`config.mk`:
```
export PLATFORM = sky130hd
export DESIGN_NAME = hazard_scoreboard_flat
export DESIGN_NICKNAME = d
export VERILOG_FILES = /design/src/rtl/hazard_scoreboard_if.sv /design/src/rtl/hazard_scoreboard.sv /design/src/flat_wrapper.sv
export SDC_FILE = /design/constraint.sdc
export NUM_CORES = 1
export LEC_CHECK = 0
export ABC_CLOCK_PERIOD_IN_PS = 10200
export CORE_ASPECT_RATIO = 1.75
export CORE_MARGIN = 2
export CORE_UTILIZATION = 30
export DETAILED_ROUTE_END_ITERATION = 12
export DONT_BUFFER_PORTS = 1
export GPL_TIMING_DRIVEN = 1
export PLACE_DENSITY = 0.43
export SLEW_MARGIN = 0
export SYNTH_ARGS = -nofsm -noshare
export SYNTH_HDL_FRONTEND = slang
export SYNTH_SLANG_ARGS = --single-unit
```
`constraint.sdc`:
```
create_clock -name clk -period 10.2 [get_ports clk]
set_input_delay 3.06 -clock clk [delete_from_list [all_inputs] [get_ports clk]]
set_output_delay 3.06 -clock clk [all_outputs]
set_load 0.02 [all_outputs]
```
`src/rtl/hazard_scoreboard_if.sv`:
```
// ID-stage hazard bus: instruction descriptor from the decoder and stall flags back to the pipeline.
// master drives the ID descriptor; slave is the scoreboard.
interface hazard_scoreboard_if #(
   parameter int NUM_READ = 2,
   parameter int TW       = 2
);
   logic                     id_valid;
   logic [5*NUM_READ-1:0]    id_ra;
   logic [TW*NUM_READ-1:0]   id_tuse;
   logic [4:0]               id_wa;
   logic                     id_we;
   logic [TW-1:0]            id_tnew;
   logic                     id_md_start;
   logic                     id_md_div;
   logic                     id_md_use;
   logic                     stall;
   logic                     stall_data;
   logic                     stall_md;
   logic                     md_busy;

   modport master (
      output id_valid, id_ra, id_tuse, id_wa, id_we, id_tnew,
             id_md_start, id_md_div, id_md_use,
      input  stall, stall_data, stall_md, md_busy
   );

   modport slave (
      input  id_valid, id_ra, id_tuse, id_wa, id_we, id_tnew,
             id_md_start, id_md_div, id_md_use,
      output stall, stall_data, stall_md, md_busy
   );
endinterface

```
`src/rtl/hazard_scoreboard.sv`:
```
// Stall generator keeping a shadow E/M/W pipeline of register writers and a mult/div busy counter.
// Optional feature macro: HAZARD_MD_STALL_EN builds the md counter and md stall.
module hazard_scoreboard #(
   parameter int NUM_READ    = 2,
   parameter int DEPTH       = 3,
   parameter int TW          = 2,
   parameter int MULT_CYCLES = 5,
   parameter int DIV_CYCLES  = 10
) (
   input  logic                   clk,
   input  logic                   reset_n,
   hazard_scoreboard_if.slave     sb_if
);

   logic [4:0]    wa_q   [DEPTH];
   logic          we_q   [DEPTH];
   logic [TW-1:0] tnew_q [DEPTH];
   logic [4:0]    wa_d   [DEPTH];
   logic          we_d   [DEPTH];
   logic [TW-1:0] tnew_d [DEPTH];

   logic [NUM_READ-1:0] hz_vec;
   logic                stall_data;
   logic                stall_md;
   logic                md_busy;
   logic                stall;

   assign stall = stall_data | stall_md;

   // Stage 0 takes the ID instruction, or a bubble when ID is stalled or empty.
   always_comb begin
      wa_d[0]   = '0;
      we_d[0]   = 1'b0;
      tnew_d[0] = '0;
      if (sb_if.id_valid && !stall) begin
         wa_d[0]   = sb_if.id_wa;
         we_d[0]   = sb_if.id_we && (sb_if.id_wa != 5'd0);
         tnew_d[0] = sb_if.id_tnew;
      end
   end

   for (genvar gi = 1; gi < DEPTH; gi++) begin : g_age
      always_comb begin
         wa_d[gi]   = wa_q[gi-1];
         we_d[gi]   = we_q[gi-1];
         tnew_d[gi] = (tnew_q[gi-1] == '0) ? '0 : tnew_q[gi-1] - TW'(1);
      end
   end

   for (genvar gi = 0; gi < DEPTH; gi++) begin : g_stage
      always_ff @(posedge clk or negedge reset_n) begin
         if (!reset_n) begin
            wa_q[gi]   <= '0;
            we_q[gi]   <= 1'b0;
            tnew_q[gi] <= '0;
         end else begin
            wa_q[gi]   <= wa_d[gi];
            we_q[gi]   <= we_d[gi];
            tnew_q[gi] <= tnew_d[gi];
         end
      end
   end

   // Scanning from the oldest stage down lets the youngest match overwrite older ones.
   for (genvar gi = 0; gi < NUM_READ; gi++) begin : g_operand
      logic [4:0]    ra;
      logic [TW-1:0] tuse;
      logic          hit;
      logic [TW-1:0] hit_tnew;

      assign ra   = sb_if.id_ra[5*gi +: 5];
      assign tuse = sb_if.id_tuse[TW*gi +: TW];

      always_comb begin
         hit      = 1'b0;
         hit_tnew = '0;
         for (int k = DEPTH - 1; k >= 0; k--) begin
            if (we_q[k] && (wa_q[k] == ra)) begin
               hit      = 1'b1;
               hit_tnew = tnew_q[k];
            end
         end
      end

      assign hz_vec[gi] = sb_if.id_valid && (ra != 5'd0) && hit && (hit_tnew > tuse);
   end

   assign stall_data = |hz_vec;

`ifdef HAZARD_MD_STALL_EN
   localparam int MD_MAX = (MULT_CYCLES > DIV_CYCLES) ? MULT_CYCLES : DIV_CYCLES;
   localparam int MD_W   = $clog2(MD_MAX + 1);

   logic [MD_W-1:0] md_cnt_q;
   logic [MD_W-1:0] md_cnt_d;

   always_comb begin
      md_cnt_d = md_cnt_q;
      if (sb_if.id_valid && sb_if.id_md_start && !stall) begin
         md_cnt_d = sb_if.id_md_div ? MD_W'(DIV_CYCLES) : MD_W'(MULT_CYCLES);
      end else if (md_cnt_q != '0) begin
         md_cnt_d = md_cnt_q - MD_W'(1);
      end
   end

   always_ff @(posedge clk or negedge reset_n) begin
      if (!reset_n) begin
         md_cnt_q <= '0;
      end else begin
         md_cnt_q <= md_cnt_d;
      end
   end

   assign md_busy  = (md_cnt_q != '0);
   assign stall_md = sb_if.id_valid && sb_if.id_md_use && md_busy;
`else
   logic unused_md;
   assign unused_md = ^{sb_if.id_md_start, sb_if.id_md_div, sb_if.id_md_use,
                        MULT_CYCLES[0], DIV_CYCLES[0]};
   assign md_busy   = 1'b0;
   assign stall_md  = 1'b0;
`endif

   assign sb_if.stall      = stall;
   assign sb_if.stall_data = stall_data;
   assign sb_if.stall_md   = stall_md;
   assign sb_if.md_busy    = md_busy;

endmodule

```
`src/flat_wrapper.sv`:
```
// flat-port wrapper written by rule: the top's interface ports become plain ports
module hazard_scoreboard_flat 
#(
   parameter int NUM_READ    = 2,
   parameter int DEPTH       = 3,
   parameter int TW          = 2,
   parameter int MULT_CYCLES = 5,
   parameter int DIV_CYCLES  = 10
)
  (clk, reset_n, sb_if_id_valid, sb_if_id_ra, sb_if_id_tuse, sb_if_id_wa, sb_if_id_we, sb_if_id_tnew, sb_if_id_md_start, sb_if_id_md_div, sb_if_id_md_use, sb_if_stall, sb_if_stall_data, sb_if_stall_md, sb_if_md_busy);
  hazard_scoreboard_if #(.NUM_READ(NUM_READ), .TW(TW)) sb_if_i ();
  input  logic clk;
  input  logic reset_n;
  input wire logic [$bits(sb_if_i.id_valid)-1:0] sb_if_id_valid;
  input wire logic [$bits(sb_if_i.id_ra)-1:0] sb_if_id_ra;
  input wire logic [$bits(sb_if_i.id_tuse)-1:0] sb_if_id_tuse;
  input wire logic [$bits(sb_if_i.id_wa)-1:0] sb_if_id_wa;
  input wire logic [$bits(sb_if_i.id_we)-1:0] sb_if_id_we;
  input wire logic [$bits(sb_if_i.id_tnew)-1:0] sb_if_id_tnew;
  input wire logic [$bits(sb_if_i.id_md_start)-1:0] sb_if_id_md_start;
  input wire logic [$bits(sb_if_i.id_md_div)-1:0] sb_if_id_md_div;
  input wire logic [$bits(sb_if_i.id_md_use)-1:0] sb_if_id_md_use;
  output wire logic [$bits(sb_if_i.stall)-1:0] sb_if_stall;
  output wire logic [$bits(sb_if_i.stall_data)-1:0] sb_if_stall_data;
  output wire logic [$bits(sb_if_i.stall_md)-1:0] sb_if_stall_md;
  output wire logic [$bits(sb_if_i.md_busy)-1:0] sb_if_md_busy;
  assign sb_if_i.id_valid = sb_if_id_valid;
  assign sb_if_i.id_ra = sb_if_id_ra;
  assign sb_if_i.id_tuse = sb_if_id_tuse;
  assign sb_if_i.id_wa = sb_if_id_wa;
  assign sb_if_i.id_we = sb_if_id_we;
  assign sb_if_i.id_tnew = sb_if_id_tnew;
  assign sb_if_i.id_md_start = sb_if_id_md_start;
  assign sb_if_i.id_md_div = sb_if_id_md_div;
  assign sb_if_i.id_md_use = sb_if_id_md_use;
  assign sb_if_stall = sb_if_i.stall;
  assign sb_if_stall_data = sb_if_i.stall_data;
  assign sb_if_stall_md = sb_if_i.stall_md;
  assign sb_if_md_busy = sb_if_i.md_busy;
  hazard_scoreboard #(.NUM_READ(NUM_READ), .DEPTH(DEPTH), .TW(TW), .MULT_CYCLES(MULT_CYCLES), .DIV_CYCLES(DIV_CYCLES)) u_core (.clk(clk), .reset_n(reset_n), .sb_if(sb_if_i));
endmodule
```
==> results.sh, run 1 <==
export IMPL_post_cts_resized=0
export IMPL_fin_area_um2=1490
export IMPL_die_w_um=55.2
export IMPL_fill_cells=463
export IMPL_synth_area_leaders="dfrtp_1 (44%), xor2_1 (15%), a311oi_4 (3.8%)"
export IMPL_finalCritPeriodShare_pct=85.5
export IMPL_holdCritPathClass="register to register"
export IMPL_cts_hold_buf=0
export IMPL_route_vias_total=871
export IMPL_ys_ff_latch=24
export IMPL_area_delta_synth_final_pct=8.17
export IMPL_fp_dieH_um=93.7
export IMPL_post_route_util_pct=33.9
export IMPL_syn_avg_cell_area_um2=10.9
export IMPL_cts_tree="yes"
export IMPL_insertion_delay_ps=270
export IMPL_tns_ps=0
export IMPL_final_nets=161
export IMPL_final_setup_viol_count=0
export IMPL_cts_buffer_depth=2
export IMPL_cp_max_fo=9
export IMPL_cts_root_buffer="clkbuf_8"
export IMPL_rsz0062_at_grt="no"
export IMPL_die_area_um2=5180
export IMPL_syn_cell_area_um2=1380
export IMPL_num_rows=32
export IMPL_postSynthCellCount=127
export IMPL_grt_max_degree=25
export IMPL_gp_congestion=0.774
export IMPL_critPathArrivalTime_ps=5660
export IMPL_endpoint_kind="output pin"
export IMPL_p_leak_nw=0.676
export IMPL_crit_type="input port to output pin"
export IMPL_cp_start_kind="input port"
export IMPL_cts_sinks=24
export IMPL_numCtsBuffers=3
export IMPL_seq_area_frac_synth_pct=43.6
export IMPL_viasPerCell=4.87
export IMPL_overflow=0
export IMPL_path_clk_slew_ps=90
export IMPL_r2r_cells=10
export IMPL_placed_cell_area_um2=1420
export IMPL_core_um2=4400
export IMPL_post_drt_wl_per_cell_um=16.1
export IMPL_whs_ps=402
export IMPL_min_period_ps=8720
export IMPL_io_buffers=0
export IMPL_ir_drop_mv=0.0666
export IMPL_ys_warn_count=0
export IMPL_dp_hpwl_mm=2.39
export IMPL_drc=0
export IMPL_pwr_density_cell_nw_per_um2=139
export IMPL_dr_pass1_iters=3
export IMPL_grt_pass1_wl_mm=4.84
export IMPL_wl_mm=2.89
export IMPL_finClkSkew_ps=5.29
export IMPL_post_cts_buffers=0
export IMPL_initial_core_util_pct=31.3
export IMPL_io_pins=32
export IMPL_synth_cell_types=26
export IMPL_max_cap_violations=0
export IMPL_max_freq_mhz=115
export IMPL_synth_top_area_share_pct=43.6
export IMPL_diodes=0
export IMPL_min_path_cells=0
export IMPL_ant_nets=0
export IMPL_grt_pass1_vias=1003
export IMPL_slew_violations=0
export IMPL_track_usage_pct=12.3
export IMPL_drt_iter0_markers=3
export IMPL_finalHoldViolations=0
export IMPL_required_ps=7140
export IMPL_yosys_area_top_type="dfrtp_1"
export IMPL_status="completed"
export IMPL_final_cell_mix="xor2_1 (24), dfrtp_1 (24), nand2_1 (10), nor3_1 (8)"
export IMPL_layout_drive_gt1_share_pct=8.59
export IMPL_antenna_found_initial=0
export IMPL_htreeDepth=1
cells in the mapped netlist:
| cell | n |
|---|---|
| mux2i_1 | 5 |
| mux2_2 | 2 |
| buf_4 | 3 |
| nor2_1 | 5 |
| ha_1 | 4 |
| or4_1 | 3 |
| a21oi_1 | 1 |
| nand3_1 | 6 |
| conb_1 | 1 |
| or2_1 | 1 |
| nor4_1 | 4 |
| a311oi_4 | 2 |
| xor2_1 | 24 |
| nand4_1 | 2 |
| nand3_2 | 1 |
| buf_1 | 1 |
| dfrtp_1 | 24 |
| nand2_1 | 10 |
| nor4_2 | 1 |
| inv_1 | 4 |
| nor3_1 | 8 |
| nor4_4 | 1 |
| o211ai_1 | 3 |
| xnor2_1 | 6 |
| and2_1 | 2 |
| nor2b_1 | 3 |
per-layer routing:
layer	vias to the layer above	GRT usage [%]	share of wire (%)
met1	416	13.9	37
li1	435	-	-
met4	0	4.47	0.83
met2	18	23.3	59
met3	2	1.52	2.8
met5	-	0	0
where the power goes:
group | total [mW] | leakage (nW) | switching (mW) | internal, mW
clock | 0.0844 | 0.0357 | 0.0319 | 0.0525
sequential | 0.104 | 0.312 | 0.00420 | 0.0996
combinational | 0.0188 | 0.328 | 0.00981 | 0.00896
total | 0.207 | 0.676 | 0.0459 | 0.161
cell families (layout without fill, tap and decap cells):
family                   Yosys count  after routing  share of synthesized area [%]
multiplexers                       7              7                           5.26
buffers and inverters              8              8                           2.99
other                              1              2                          0.272
AND/OR/NAND/NOR                   47             47                           19.4
AO/OA/AOI/OAI                      6              6                           5.81
XOR/XNOR                          30             30                           19.1
flip-flops                        24             24                           43.6
adder cells (fa/ha/maj)            4              4                           3.63
registers in the layout (all words and copies together) (netlist names):
signal         flops
u_core.wa_q        5
u_core.we_d        2
u_core.wa_d       10
u_core.we_q        1
u_core.tnew_q      6
critical path, stage by stage:
cell and delay [ps]:
xor2_1 140, nor4_1 370, nand3_1 290, mux2_2 350
a21oi_1 160, ha_1 250, nand2_1 60, o211ai_1 150
a311oi_4 420, or2_1 410
layout make-up:
type	instances	area, um^2	share of cell area (%)
inverters	4	15.0	1.01
clock buffers	3	41.3	2.77
flip-flops and latches	24	601	40.3
multi-input cells	96	741	49.7
clock inverters	1	30.0	2.01
well taps	51	63.8	4.28
metrics by stage:
| stage | power (mW) | worst slack, ps | cells |
|---|---|---|---|
| after floorplan | 0.122 | 1740 | 128 |
| after global placement | 0.125 | 1410 | 175 |
| after detailed placement | 0.125 | 1450 | 175 |
| after CTS | 0.209 | 1430 | 179 |
| after global routing | 0.217 | 1270 | 179 |
| final | 0.207 | 1480 | 179 |
worst paths after layout:
check,from,end,slack (ps)
worst max-delay path,sb_if_id_ra[3],sb_if_stall,1480
worst min-delay path,u_core.we_d[0],u_core.we_q[0],400
worst max register to register,u_core.wa_d[3],u_core.tnew_q[5],7320
worst min register to register,u_core.we_d[0],u_core.we_q[0],400
max in group asynchronous,reset_n,u_core.tnew_q[1],7640
min in group asynchronous,reset_n,u_core.wa_q[3],2470
Power figures use the tool's default switching activity.
==> run 2, diff against run 1 <==
--- a/config.mk
+++ b/config.mk
@@ -11,7 +11,7 @@
 export CORE_UTILIZATION = 30
 export DETAILED_ROUTE_END_ITERATION = 12
 export DONT_BUFFER_PORTS = 1
-export GPL_TIMING_DRIVEN = 1
+export GPL_TIMING_DRIVEN = 0
 export PLACE_DENSITY = 0.43
 export SLEW_MARGIN = 0
 export SYNTH_ARGS = -nofsm -noshare
==> constraint.sdc (replaced) <==
create_clock -name clk -period 10.2 [get_ports clk]
set_input_delay 0 -clock clk [delete_from_list [all_inputs] [get_ports clk]]
set_output_delay 0 -clock clk [all_outputs]
set_load 0.02 [all_outputs]
==> results.sh, run 2 (synthesis results as in run 1) <==
export IMPL_gp_congestion=0.756
export IMPL_numCtsBuffers=3
export IMPL_status="completed"
export IMPL_min_period_ps=3480
export IMPL_finalHoldViolations=0
export IMPL_antenna_found_initial=0
export IMPL_r2r_cells=10
export IMPL_wl_mm=3.01
export IMPL_grt_pass1_wl_mm=5.02
export IMPL_post_route_util_pct=37.0
export IMPL_dr_pass1_iters=2
export IMPL_grt_max_degree=25
export IMPL_initial_core_util_pct=31.3
export IMPL_critPathSlowestCell="a311oi_4"
export IMPL_post_cts_buffers=0
export IMPL_worstSetupEndpoint="sb_if_stall_data"
export IMPL_max_freq_mhz=287
export IMPL_slowest_delay_ps=440
export IMPL_overflow=0
export IMPL_cp_start_kind="register"
export IMPL_placed_cell_area_um2=1450
export IMPL_cts_sinks=24
export IMPL_rsz0062_at_grt="no"
export IMPL_final_setup_viol_count=0
export IMPL_critical_path_cell_chain="xor2_1 -> nor4_1 -> nand3_1 -> mux2_2 -> a21oi_1 -> ha_1 -> nand2_1 -> o211ai_1 -> a311oi_4 -> or2_1 -> buf_4"
export IMPL_ir_drop_mv=0.0665
export IMPL_largest_reg_flops=10
export IMPL_max_cap_violations=0
export IMPL_p_leak_nw=0.741
export IMPL_fin_area_um2=1630
export IMPL_path_clk_slew_ps=100
export IMPL_post_cts_resized=0
export IMPL_io_buffers=0
export IMPL_core_um2=4400
export IMPL_cp_max_fo=9
export IMPL_fp_dieH_um=93.7
export IMPL_finalCritPeriodShare_pct=34.1
export IMPL_area_delta_synth_final_pct=18.1
export IMPL_cts_tree="yes"
export IMPL_cts_root_buffer="clkbuf_8"
export IMPL_required_ps=10200
export IMPL_track_usage_pct=12.7
export IMPL_die_area_um2=5180
export IMPL_route_vias_total=932
export IMPL_holdCritPathClass="input port to register"
export IMPL_tns_ps=0
export IMPL_io_pins=32
export IMPL_slew_violations=0
export IMPL_startpoint="u_core.wa_d[3]"
export IMPL_critPathArrivalTime_ps=3480
export IMPL_ant_nets=0
export IMPL_final_nets=175
export IMPL_pwr_density_cell_nw_per_um2=132
export IMPL_drt_iter0_markers=9
export IMPL_dp_hpwl_mm=2.38
export IMPL_viasPerCell=4.83
export IMPL_grt_pass1_vias=1063
export IMPL_endpoint_kind="output pin"
export IMPL_crit_family="simple AND/OR/NAND/NOR gates"
export IMPL_cts_hold_buf=10
export IMPL_insertion_delay_ps=280
export IMPL_final_cell_mix="xor2_1 (24), dfrtp_1 (24), nand2_1 (10), dlygate4sd3_1 (9), nor3_1 (8)"
export IMPL_cts_buffer_depth=2
export IMPL_ff2ff_setup_slack_ps=7240
export IMPL_drc=0
export IMPL_final_cells=193
export IMPL_path_depth=11
export IMPL_cp_num_buf_inv=1
export IMPL_crit_type="register to output pin"
export IMPL_timing_rr_end="u_core.tnew_q[4]"
export IMPL_r2r_start="u_core.wa_d[3]"
export IMPL_post_drt_wl_per_cell_um=15.6
export IMPL_die_w_um=55.2
export IMPL_num_rows=32
export IMPL_layout_drive_gt1_share_pct=10.6
export IMPL_place_inst=179
export IMPL_htreeDepth=1
export IMPL_finClkSkew_ps=10.0
export IMPL_diodes=0
## run 2: cell count changes in the layout (fill, tap and decap cells not counted), sizes merged
| cell | delta |
|---|---|
| buf | +5 |
| dlygate4sd3 | +9 |
## run 2: power breakdown
group / internal [mW] / switching (mW)
Sequential: 0.0996 / 0.00414
Combinational: 0.0126 / 0.0129
Clock: 0.0525 / 0.0338
Total: 0.165 / 0.0508
## run 2: how the worst min path moves through the flow
stage | from | to | slack [ps] | cells after the start
global route | sb_if_id_wa[4] | u_core.we_d[1] | 100 | 3
floorplan | reset_n | u_core.tnew_q[0] | -300 | 0
detailed placement | reset_n | u_core.wa_q[3] | -290 | 0
global placement | reset_n | u_core.wa_q[3] | -290 | 0
finish | sb_if_id_wa[4] | u_core.we_d[1] | 50 | 3
CTS | sb_if_id_wa[4] | u_core.we_d[1] | 50 | 3
## run 2: area by class of cell
| class | instances | area [um^2] |
|---|---|---|
| Buffer | 4 | 26.3 |
| Clock buffer | 3 | 41.3 |
| Clock inverter | 1 | 30.0 |
| Fill cell | 448 | 2780 |
| Inverter | 4 | 15.0 |
| Multi-Input combinational cell | 96 | 741 |
| Sequential cell | 24 | 601 |
| Tap cell | 51 | 63.8 |
| Timing Repair Buffer | 10 | 110 |
## run 2: worst reg2reg max path: stages (launching register included)
cell      delay [ps]
dfrtp_1          420
xor2_1           150
nor4_1           420
nand3_1          300
mux2_2           340
a21oi_1          160
ha_1             260
nand2_1           60
o211ai_1         140
a311oi_4         440
nor3_1           120
## run 2: stage by stage
step / total power [mW] / hold WS (ps) / worst slack [ps]
2_1_floorplan: 0.122 / -296 / 7440
3_3_place_gp: 0.126 / -295 / 7010
3_5_place_dp: 0.126 / -295 / 7040
4_1_cts: 0.216 / 48.4 / 6700
5_1_grt: 0.224 / 97.0 / 6500
6_report: 0.216 / 46.5 / 6720
## run 2: per-layer routing
| metal | vias to the layer above | track usage (%) | wire, um |
|---|---|---|---|
| met3 | 4 | 1.38 | 65 |
| met5 | - | 0 | 0 |
| li1 | 464 | - | - |
| met4 | 0 | 4.27 | 34 |
| met2 | 18 | 25.2 | 1800 |
| met1 | 446 | 13.5 | 1110 |
